[config.mk]
export PLATFORM = sky130hd
export DESIGN_NAME = kernel_dispatch
export DESIGN_NICKNAME = d
export VERILOG_FILES = /design/src/rtl/kernel_dispatch.sv
export SDC_FILE = /design/constraint.sdc
export NUM_CORES = 1
export LEC_CHECK = 0
export ABC_CLOCK_PERIOD_IN_PS = 11700
export CAP_MARGIN = 20
export CORE_MARGIN = 2
export CORE_UTILIZATION = 30
export CTS_CLUSTER_SIZE = 40
export DETAILED_ROUTE_END_ITERATION = 10
export GPL_ROUTABILITY_DRIVEN = 0
export PLACE_DENSITY = 0.51
export SLEW_MARGIN = 20
export SYNTH_ARGS = -nofsm -noshare
export SYNTH_HDL_FRONTEND = slang
export SYNTH_SLANG_ARGS = --single-unit
export TNS_END_PERCENT = 50
[constraint.sdc]
create_clock -name clk -period 11.7 [get_ports clk]
set_clock_uncertainty 0.1 [all_clocks]
set_input_delay 2.34 -clock clk [delete_from_list [all_inputs] [get_ports clk]]
set_output_delay 2.34 -clock clk [all_outputs]
set_load 0.05 [all_outputs]
[src/rtl/kernel_dispatch.sv]
// Kernel dispatcher: splits thread_count into fixed-size blocks and hands them to free cores.
// Optional cycle counter on kernel_cycles is built when DISPATCH_PERF_EN is defined.
module kernel_dispatch #(
    parameter int NUM_CORES         = 2,
    parameter int THREADS_PER_BLOCK = 4,
    parameter int BLOCK_ID_W        = 16,
    parameter int TPB_W             = 7
) (
    input  logic                             clk,
    input  logic                             reset,
    input  logic                             start,
    input  logic [15:0]                      thread_count,
    input  logic [NUM_CORES-1:0]             core_done,
    output logic [NUM_CORES-1:0]             core_start,
    output logic [NUM_CORES*BLOCK_ID_W-1:0]  core_block_id,
    output logic [NUM_CORES*TPB_W-1:0]       core_thread_count,
    output logic                             done,
    output logic [31:0]                      kernel_cycles
);

    localparam int                    SHIFT      = $clog2(THREADS_PER_BLOCK);
    localparam logic [15:0]           REM_MASK   = 16'(THREADS_PER_BLOCK - 1);
    localparam logic [TPB_W-1:0]      FULL_COUNT = TPB_W'(THREADS_PER_BLOCK);
    localparam logic [BLOCK_ID_W-1:0] ONE        = BLOCK_ID_W'(1);

    typedef enum logic [1:0] {S_IDLE, S_LOAD, S_DISPATCH, S_COMPLETE} state_t;

    state_t                                 state_q, state_d;
    logic [15:0]                            tc_q, tc_d;
    logic [BLOCK_ID_W-1:0]                  total_blocks_q, total_blocks_d;
    logic [TPB_W-1:0]                       last_count_q, last_count_d;
    logic [BLOCK_ID_W-1:0]                  next_block_q, next_block_d;
    logic [BLOCK_ID_W-1:0]                  blocks_done_q, blocks_done_d;
    logic [NUM_CORES-1:0]                   busy_q, busy_d;
    logic [NUM_CORES-1:0]                   core_start_q, core_start_d;
    logic [NUM_CORES-1:0][BLOCK_ID_W-1:0]   core_block_id_q, core_block_id_d;
    logic [NUM_CORES-1:0][TPB_W-1:0]        core_thread_count_q, core_thread_count_d;
    logic                                   done_q, done_d;

    logic [15:0]          rem;
    logic [16:0]          blocks_calc;
    logic [NUM_CORES-1:0] valid_done;
    logic                 issued;

    // ceil(tc / TPB) as a shift plus a carry-in when any remainder bit is set.
    assign rem         = tc_q & REM_MASK;
    assign blocks_calc = {1'b0, tc_q >> SHIFT} + {16'd0, |rem};
    // Completions from cores that hold no block are dropped.
    assign valid_done  = core_done & busy_q;

    always_comb begin
        // NOTE: every _d defaults to its _q so no path through the case leaves a latch.
        state_d             = state_q;
        tc_d                = tc_q;
        total_blocks_d      = total_blocks_q;
        last_count_d        = last_count_q;
        next_block_d        = next_block_q;
        blocks_done_d       = blocks_done_q;
        busy_d              = busy_q;
        core_start_d        = '0;
        core_block_id_d     = core_block_id_q;
        core_thread_count_d = core_thread_count_q;
        done_d              = done_q;
        issued              = 1'b0;

        case (state_q)
            S_IDLE: begin
                done_d = 1'b0;
                if (start) begin
                    tc_d    = thread_count;
                    state_d = S_LOAD;
                end
            end
            S_LOAD: begin
                total_blocks_d = BLOCK_ID_W'(blocks_calc);
                last_count_d   = (rem == 16'd0) ? FULL_COUNT : TPB_W'(rem);
                next_block_d   = '0;
                blocks_done_d  = '0;
                busy_d         = '0;
                if (blocks_calc == 17'd0) begin
                    state_d = S_COMPLETE;
                    done_d  = 1'b1;
                end else begin
                    state_d = S_DISPATCH;
                end
            end
            S_DISPATCH: begin
                // Freed slots are taken out of busy_d only; issue looks at busy_q,
                // so a slot freed this edge is reused no earlier than the next.
                busy_d = busy_q & ~valid_done;
                for (int i = 0; i < NUM_CORES; i++) begin
                    if (!issued && !busy_q[i] && (next_block_q < total_blocks_q)) begin
                        issued                 = 1'b1;
                        core_start_d[i]        = 1'b1;
                        busy_d[i]              = 1'b1;
                        core_block_id_d[i]     = next_block_q;
                        core_thread_count_d[i] = (next_block_q == total_blocks_q - ONE)
                                                 ? last_count_q : FULL_COUNT;
                        next_block_d           = next_block_q + ONE;
                    end
                end
                for (int i = 0; i < NUM_CORES; i++) begin
                    if (valid_done[i]) blocks_done_d = blocks_done_d + ONE;
                end
                if (blocks_done_d == total_blocks_q) begin
                    state_d = S_COMPLETE;
                    done_d  = 1'b1;
                end
            end
            S_COMPLETE: begin
                if (!start) begin
                    state_d = S_IDLE;
                    done_d  = 1'b0;
                end
            end
            default: state_d = S_IDLE;
        endcase
    end

    // NOTE: state is updated only with non-blocking assignments from the _d values.
    always_ff @(posedge clk) begin
        if (reset) begin
            state_q             <= S_IDLE;
            tc_q                <= '0;
            total_blocks_q      <= '0;
            last_count_q        <= '0;
            next_block_q        <= '0;
            blocks_done_q       <= '0;
            busy_q              <= '0;
            core_start_q        <= '0;
            core_block_id_q     <= '0;
            core_thread_count_q <= '0;
            done_q              <= 1'b0;
        end else begin
            state_q             <= state_d;
            tc_q                <= tc_d;
            total_blocks_q      <= total_blocks_d;
            last_count_q        <= last_count_d;
            next_block_q        <= next_block_d;
            blocks_done_q       <= blocks_done_d;
            busy_q              <= busy_d;
            core_start_q        <= core_start_d;
            core_block_id_q     <= core_block_id_d;
            core_thread_count_q <= core_thread_count_d;
            done_q              <= done_d;
        end
    end

    assign core_start        = core_start_q;
    assign core_block_id     = core_block_id_q;
    assign core_thread_count = core_thread_count_q;
    assign done              = done_q;

`ifdef DISPATCH_PERF_EN
    logic [31:0] kernel_cycles_q, kernel_cycles_d;

    // Cleared on launch, counts LOAD and DISPATCH cycles, saturates, frozen otherwise.
    always_comb begin
        kernel_cycles_d = kernel_cycles_q;
        if (state_q == S_IDLE && start) begin
            kernel_cycles_d = '0;
        end else if ((state_q == S_LOAD || state_q == S_DISPATCH) && kernel_cycles_q != '1) begin
            kernel_cycles_d = kernel_cycles_q + 32'd1;
        end
    end

    always_ff @(posedge clk) begin
        if (reset) kernel_cycles_q <= '0;
        else       kernel_cycles_q <= kernel_cycles_d;
    end

    assign kernel_cycles = kernel_cycles_q;
`else
    assign kernel_cycles = 32'd0;
`endif

endmodule

# --- After elaboration in Yosys (flattened, before gate mapping) ---
# Cells that the tools add are included.
word_totals:
  register_bits: 124
  n_memories: 0
  mem_bits_rw: 0
  latch_bits: 0
  inputBits: 21
  mem_bits_ro: 0
classes:
  n_eq_ne: 10
  multipliers: 0
  shifts: 0
  div: 0
  muxes: 25
  n_lt_le_gt_ge: 1
  n_reduce_logical: 18
  add_sub_neg: 5
  n_bitwise: 4
ops:
  columns: ["op", "n"]
  rows:
  - ["$mux W16", 6]
  - ["$pmux W16 S2", 2]
  - ["$add A16 B1 Y16 const B", 3]
  - ["$eq A16 B16 Y1", 2]
  - ["$logic_not A17 Y1", 1]
  - ["$logic_not A16 Y1", 1]
  - ["$lt A16 B16 Y1", 1]
  - ["$sub A16 B1 Y16 const B", 1]
  - ["$add A14 B1 Y15", 1]
  - ["$mux W1", 9]
  - ["$ne A2 B2 Y1 const B", 4]
  - ["$pmux W2 S4", 1]
  - ["$reduce_and A2 Y1", 4]
  - ["$mux W7", 1]
  - ["$mux W2", 3]
  - ["$reduce_and A3 Y1", 2]
  - ["$and A2 B2 Y2", 2]
  - ["$eq A2 B2 Y1 const B", 2]
  - ["$pmux W1 S4", 1]
  - ["$pmux W2 S2", 1]
  - ["$reduce_or A2 Y1", 2]
  - ["$logic_and A1 B1 Y1", 3]
  - ["$logic_not A1 Y1", 3]
  - ["$mux W3", 1]
  - ["other kinds (6)", 6]

# --- Logic depth before layout (Yosys ltp) ---
logic_depth:
  depth_word: 9
  ltp_mapped: 17
  mapped_depth_nobuf: 14

# --- Least setup slack after synthesis ---
# OpenSTA, ideal clock, no wires.
synth_path:
  kind: "input port to flip-flop"
  startpoint: "input port core_done[0]"
  endpoint: "register state_q[1]"
  arrival_ps: 5610
  setup_slack_ps: 5863
  cell_stages: 16
  setup_ps: 128
  cell_sequence: "buf_2 and2_1 clkbuf_1 mux2i_1 inv_1 ha_1 and3_1 a21oi_1 o22ai_1 a21oi_1 xnor3_1 or4_1 nor4b_1 a41o_4 mux2i_1 nor2_1"
synth_via:
  elab_chain_len: 9
synth_rtl:
  columns: ["element", "line", "text"]
  rows:
  - ["start, declared", "13", "input logic [NUM_CORES-1:0] core_done,"]
  - ["$and A2 B2 Y2 (*)", "49", "assign valid_done = core_done & busy_q;"]
  - ["$mux W16 (*)", "103", "if (valid_done[i]) blocks_done_d = blocks_done_d + ONE;"]
  - ["$mux W16 (*)", "66", "case (state_q)"]
  - ["$add A16 B1 Y16", "103", null]
  - ["$mux W16 (*)", "103", null]
  - ["$mux W16 (*)", "66", null]
  - ["$eq A16 B16 Y1 (*)", "105", "if (blocks_done_d == total_blocks_q) begin"]
  - ["$ne A2 B2 Y1 (no source line) (*)", null, null]
  - ["$reduce_and A3 Y1 (no source line) (*)", null, null]
  - ["end signal, assigned", "135", "state_q <= state_d;"]
  - ["end, declared", "28", "state_t state_q, state_d;"]
# Mark *: on every way between the ends. The rest lies on a longest branch, timed or not. The select of a mux whose other input is x is not followed.
# A chain may end at the register's enable or synchronous reset.

# --- Worst setup path after layout ---
# Same ends and word-level chain as after synthesis.

==> impl_summary.log <==
INFO  metric grt_first_pass_wirelength = 30.2 mm
INFO  metric setup-violations-final = 0
INFO  metric post_drt_wl_per_cell = 15.0 µm
INFO  metric synth.yosys.seq_area_share = 0.308
INFO  metric hold_slack = 367 ps
INFO  metric numClockSinks = 111
INFO  metric dr_total_vias = 6,129
INFO  metric yosys_register_bits = 111
INFO  metric finalSetupTns = 0 ps
INFO  metric antenna-diode-count = 0
INFO  metric worstSetupEndpointType = register
INFO  metric post-route-util = 0.348
INFO  metric finalCritPeriodShare = 0.537
INFO  metric crit_path_max_fanout = 11
INFO  metric via_count_of_the_first_global_routing_pass = 5,364
INFO  metric synthesis.area = 0.00720 mm²
INFO  metric routed_via_density = 4.92
INFO  metric postCtsResizedCells = 0
INFO  metric cts.clk_slew.worst_paths = 80 ps
INFO  metric cts_made_buffers = 9
INFO  metric outcome = completed
INFO  metric path_class = primary input to register
INFO  metric rows = 56
INFO  metric fmax = 159 MHz
INFO  metric design.final.nets = 969
INFO  metric final_antenna_net_count = 0
INFO  metric start_util = 0.306
INFO  metric synth_top_flop_cell = sky130_fd_sc_hd__dfxtp_1
INFO  metric ctsLongestPathBuffers = 2
INFO  metric synth_warnings = 0
INFO  metric synth_top_cell_by_area = sky130_fd_sc_hd__dfxtp_1
INFO  metric post_synth_inst_count = 908
INFO  metric post-route-drc-count = 0
INFO  metric final.min_clock_period = 6290 ps
INFO  metric postCtsHoldBufs = 0
INFO  metric async_reset_ff_frac = 0
INFO  metric number_of_enable_type_register_cells_in_the_synthesized_netlist = 0
INFO  metric hold_path_class = register to register
INFO  metric area_growth_syn_to_layout = 13.6%
INFO  metric drv.max_cap_violation_count = 0
INFO  metric grt_setup_unrepaired = no
INFO  metric power.ir.vdd_worst = 0.0000919 V
INFO  metric fillers = 2,492
INFO  metric critPathArrivalTime = 6410 ps
INFO  metric clk_latency = 360 ps
INFO  metric drt_pre_antenna_iters = 5
INFO  metric totalWireLength = 18.7 mm
INFO  metric netlist_top_cells_count = sky130_fd_sc_hd__nor2_1 (113), sky130_fd_sc_hd__dfxtp_1 (111), sky130_fd_sc_hd__nand2_1 (86), sky130_fd_sc_hd__a21oi_1 (58), sky130_fd_sc_hd__xnor2_1 (54)
INFO  metric cts.root.buffer_cell = sky130_fd_sc_hd__clkbuf_16
INFO  metric die_area = 0.0253 mm²
INFO  metric post_synth.cell_area_avg = 7.93 µm²
INFO  metric cellLeakagePower = 2.88 nW
INFO  metric dp_hpwl = 13.5 mm
INFO  metric grt_start_max_net_pins = 75
INFO  metric synthDistinctLibCells = 69
INFO  metric power_density = 166 mW/mm²
INFO  metric tritoncts = built
INFO  metric total_instance_count_after_detailed_placement = 1,229
INFO  metric overflow = 0
INFO  metric floorplan.io_pins = 102
INFO  metric worst_setup_path_start_kind = primary input
INFO  metric starting_drt_drc_count = 483
INFO  metric total_power = 1.36 mW
INFO  metric htreeDepth = 3
INFO  metric drive_gt1_frac = 0.0485
INFO  metric area_of_the_core = 0.0235 mm²
INFO  metric yosysMostFrequentCell = sky130_fd_sc_hd__nor2_1
INFO  metric port-buffer-count = 61
INFO  metric die_x = 159 µm
INFO  metric globalRouteTotalUtil = 0.147
INFO  metric postCtsSetupBuffers = 0
INFO  metric maxSlewViolCount = 0
INFO  metric antenna_found_initial = 0
INFO  metric ys_top_cells_by_area = sky130_fd_sc_hd__dfxtp_1 (31%), sky130_fd_sc_hd__xnor2_1 (6.6%), sky130_fd_sc_hd__nor2_1 (5.9%), sky130_fd_sc_hd__mux2i_1 (5.7%), sky130_fd_sc_hd__ha_1 (4.5%)
INFO  metric synth_top_area_frac = 0.308
INFO  metric timing.final.hold_violations = 0
INFO  metric worst-slew-pin-transition = 1040 ps
INFO  metric floorplan.die.height = 159 µm
INFO  metric worst_ep_required_time = 11,820 ps
INFO  metric final-instance-count-excl-fill = 1,246
INFO  metric max-slew-margin-rel = 0.304
-- state kept, by name (all words and copies together) (netlist names) --
signal and count:
tc_q 16, state_q 2, core_block_id 32, done 1
next_block_q 16, core_start 2, total_blocks_q 15, blocks_done_q 16
last_count_q 3, core_thread_count 6, busy_q 2
-- area by class of cell --
type,instances,area [µm²],share of cell area
inverters,29,109,0.0133
flip-flops and latches,111,2220,0.271
well taps,319,399,0.0488
clock inverters,6,61.3,0.00749
repair buffers,67,673,0.0822
clock buffers,10,229,0.0280
multi-input cells,704,4490,0.549
-- power by group --
part | switching (mW) | leakage [nW] | internal, mW
registers | 0.0697 | 0.899 | 0.414
clock network | 0.160 | 0.138 | 0.150
logic | 0.341 | 1.84 | 0.225
total | 0.571 | 2.88 | 0.789
-- per-stage QoR --
| stage | cell area (µm²) | setup WS, ps |
|---|---|---|
| final | 8190 | 5410 |
| after global routing | 8190 | 5030 |
| after CTS | 8150 | 5400 |
| after detailed placement | 7860 | 5030 |
| after global placement | 7860 | 5110 |
| after floorplan | 7350 | 5860 |
-- logic make-up after synthesis --
logic type                 after synthesis  synth area share
AOI/OAI and AO/OA                      156             0.143
adders and majority gates               26            0.0452
xor gates and xnor gates                77             0.101
muxes                                   43            0.0622
DFF                                    111             0.308
buffers and inverters                  132            0.0921
and+or+nand+nor                        362             0.247
other                                    1          0.000521
-- cell usage in the layout, fill, tap and decap left out, types with 13 or more instances in the layout --
| cell | netlist | final |
|---|---|---|
| sky130_fd_sc_hd__a211oi_1 | 17 | 17 |
| sky130_fd_sc_hd__a21oi_1 | 58 | 56 |
| sky130_fd_sc_hd__and3_1 | 13 | 13 |
| sky130_fd_sc_hd__clkdlybuf4s50_1 | 0 | 60 |
| sky130_fd_sc_hd__conb_1 | 1 | 40 |
| sky130_fd_sc_hd__dfxtp_1 | 111 | 111 |
| sky130_fd_sc_hd__ha_1 | 26 | 26 |
| sky130_fd_sc_hd__inv_1 | 29 | 29 |
| sky130_fd_sc_hd__mux2i_1 | 41 | 41 |
| sky130_fd_sc_hd__nand2_1 | 86 | 86 |
| sky130_fd_sc_hd__nand3_1 | 22 | 22 |
| sky130_fd_sc_hd__nand4_1 | 18 | 18 |
| sky130_fd_sc_hd__nor2_1 | 113 | 113 |
| sky130_fd_sc_hd__nor3_1 | 28 | 27 |
| sky130_fd_sc_hd__nor4_1 | 14 | 14 |
| sky130_fd_sc_hd__o21ai_0 | 20 | 20 |
| sky130_fd_sc_hd__xnor2_1 | 54 | 54 |
| sky130_fd_sc_hd__xor2_1 | 19 | 19 |
-- final timing paths --
| check | start | endpoint | slack [ps] | cells past startpoint |
|---|---|---|---|---|
| hold / removal | tc_q[1] | tc_q[1] | 370 | 2 |
| setup reg to reg | busy_q[0] | state_q[1] | 7390 | 14 |
| setup / recovery | core_done[0] | state_q[1] | 5410 | 15 |
| hold reg to reg | tc_q[1] | tc_q[1] | 370 | 2 |
-- worst max-delay path, stage by stage --
cell,delay (ps)
sky130_fd_sc_hd__clkdlybuf4s50_1,670
sky130_fd_sc_hd__and2_1,310
sky130_fd_sc_hd__mux2i_1,330
sky130_fd_sc_hd__inv_1,80
sky130_fd_sc_hd__ha_1,210
sky130_fd_sc_hd__and3_1,230
sky130_fd_sc_hd__a21oi_1,150
sky130_fd_sc_hd__o22ai_1,100
sky130_fd_sc_hd__a21oi_1,280
sky130_fd_sc_hd__xnor3_1,270
sky130_fd_sc_hd__or4_1,510
sky130_fd_sc_hd__nor4b_1,380
sky130_fd_sc_hd__a41o_4,300
sky130_fd_sc_hd__mux2i_1,180
sky130_fd_sc_hd__nor2_1,50
-- routing by layer --
metal	share of wire	GRT usage
met5	0	0
met4	0.037	0.0719
met3	0.046	0.0159
met2	0.42	0.217
met1	0.49	0.212
Power figures use the tool's default switching activity.
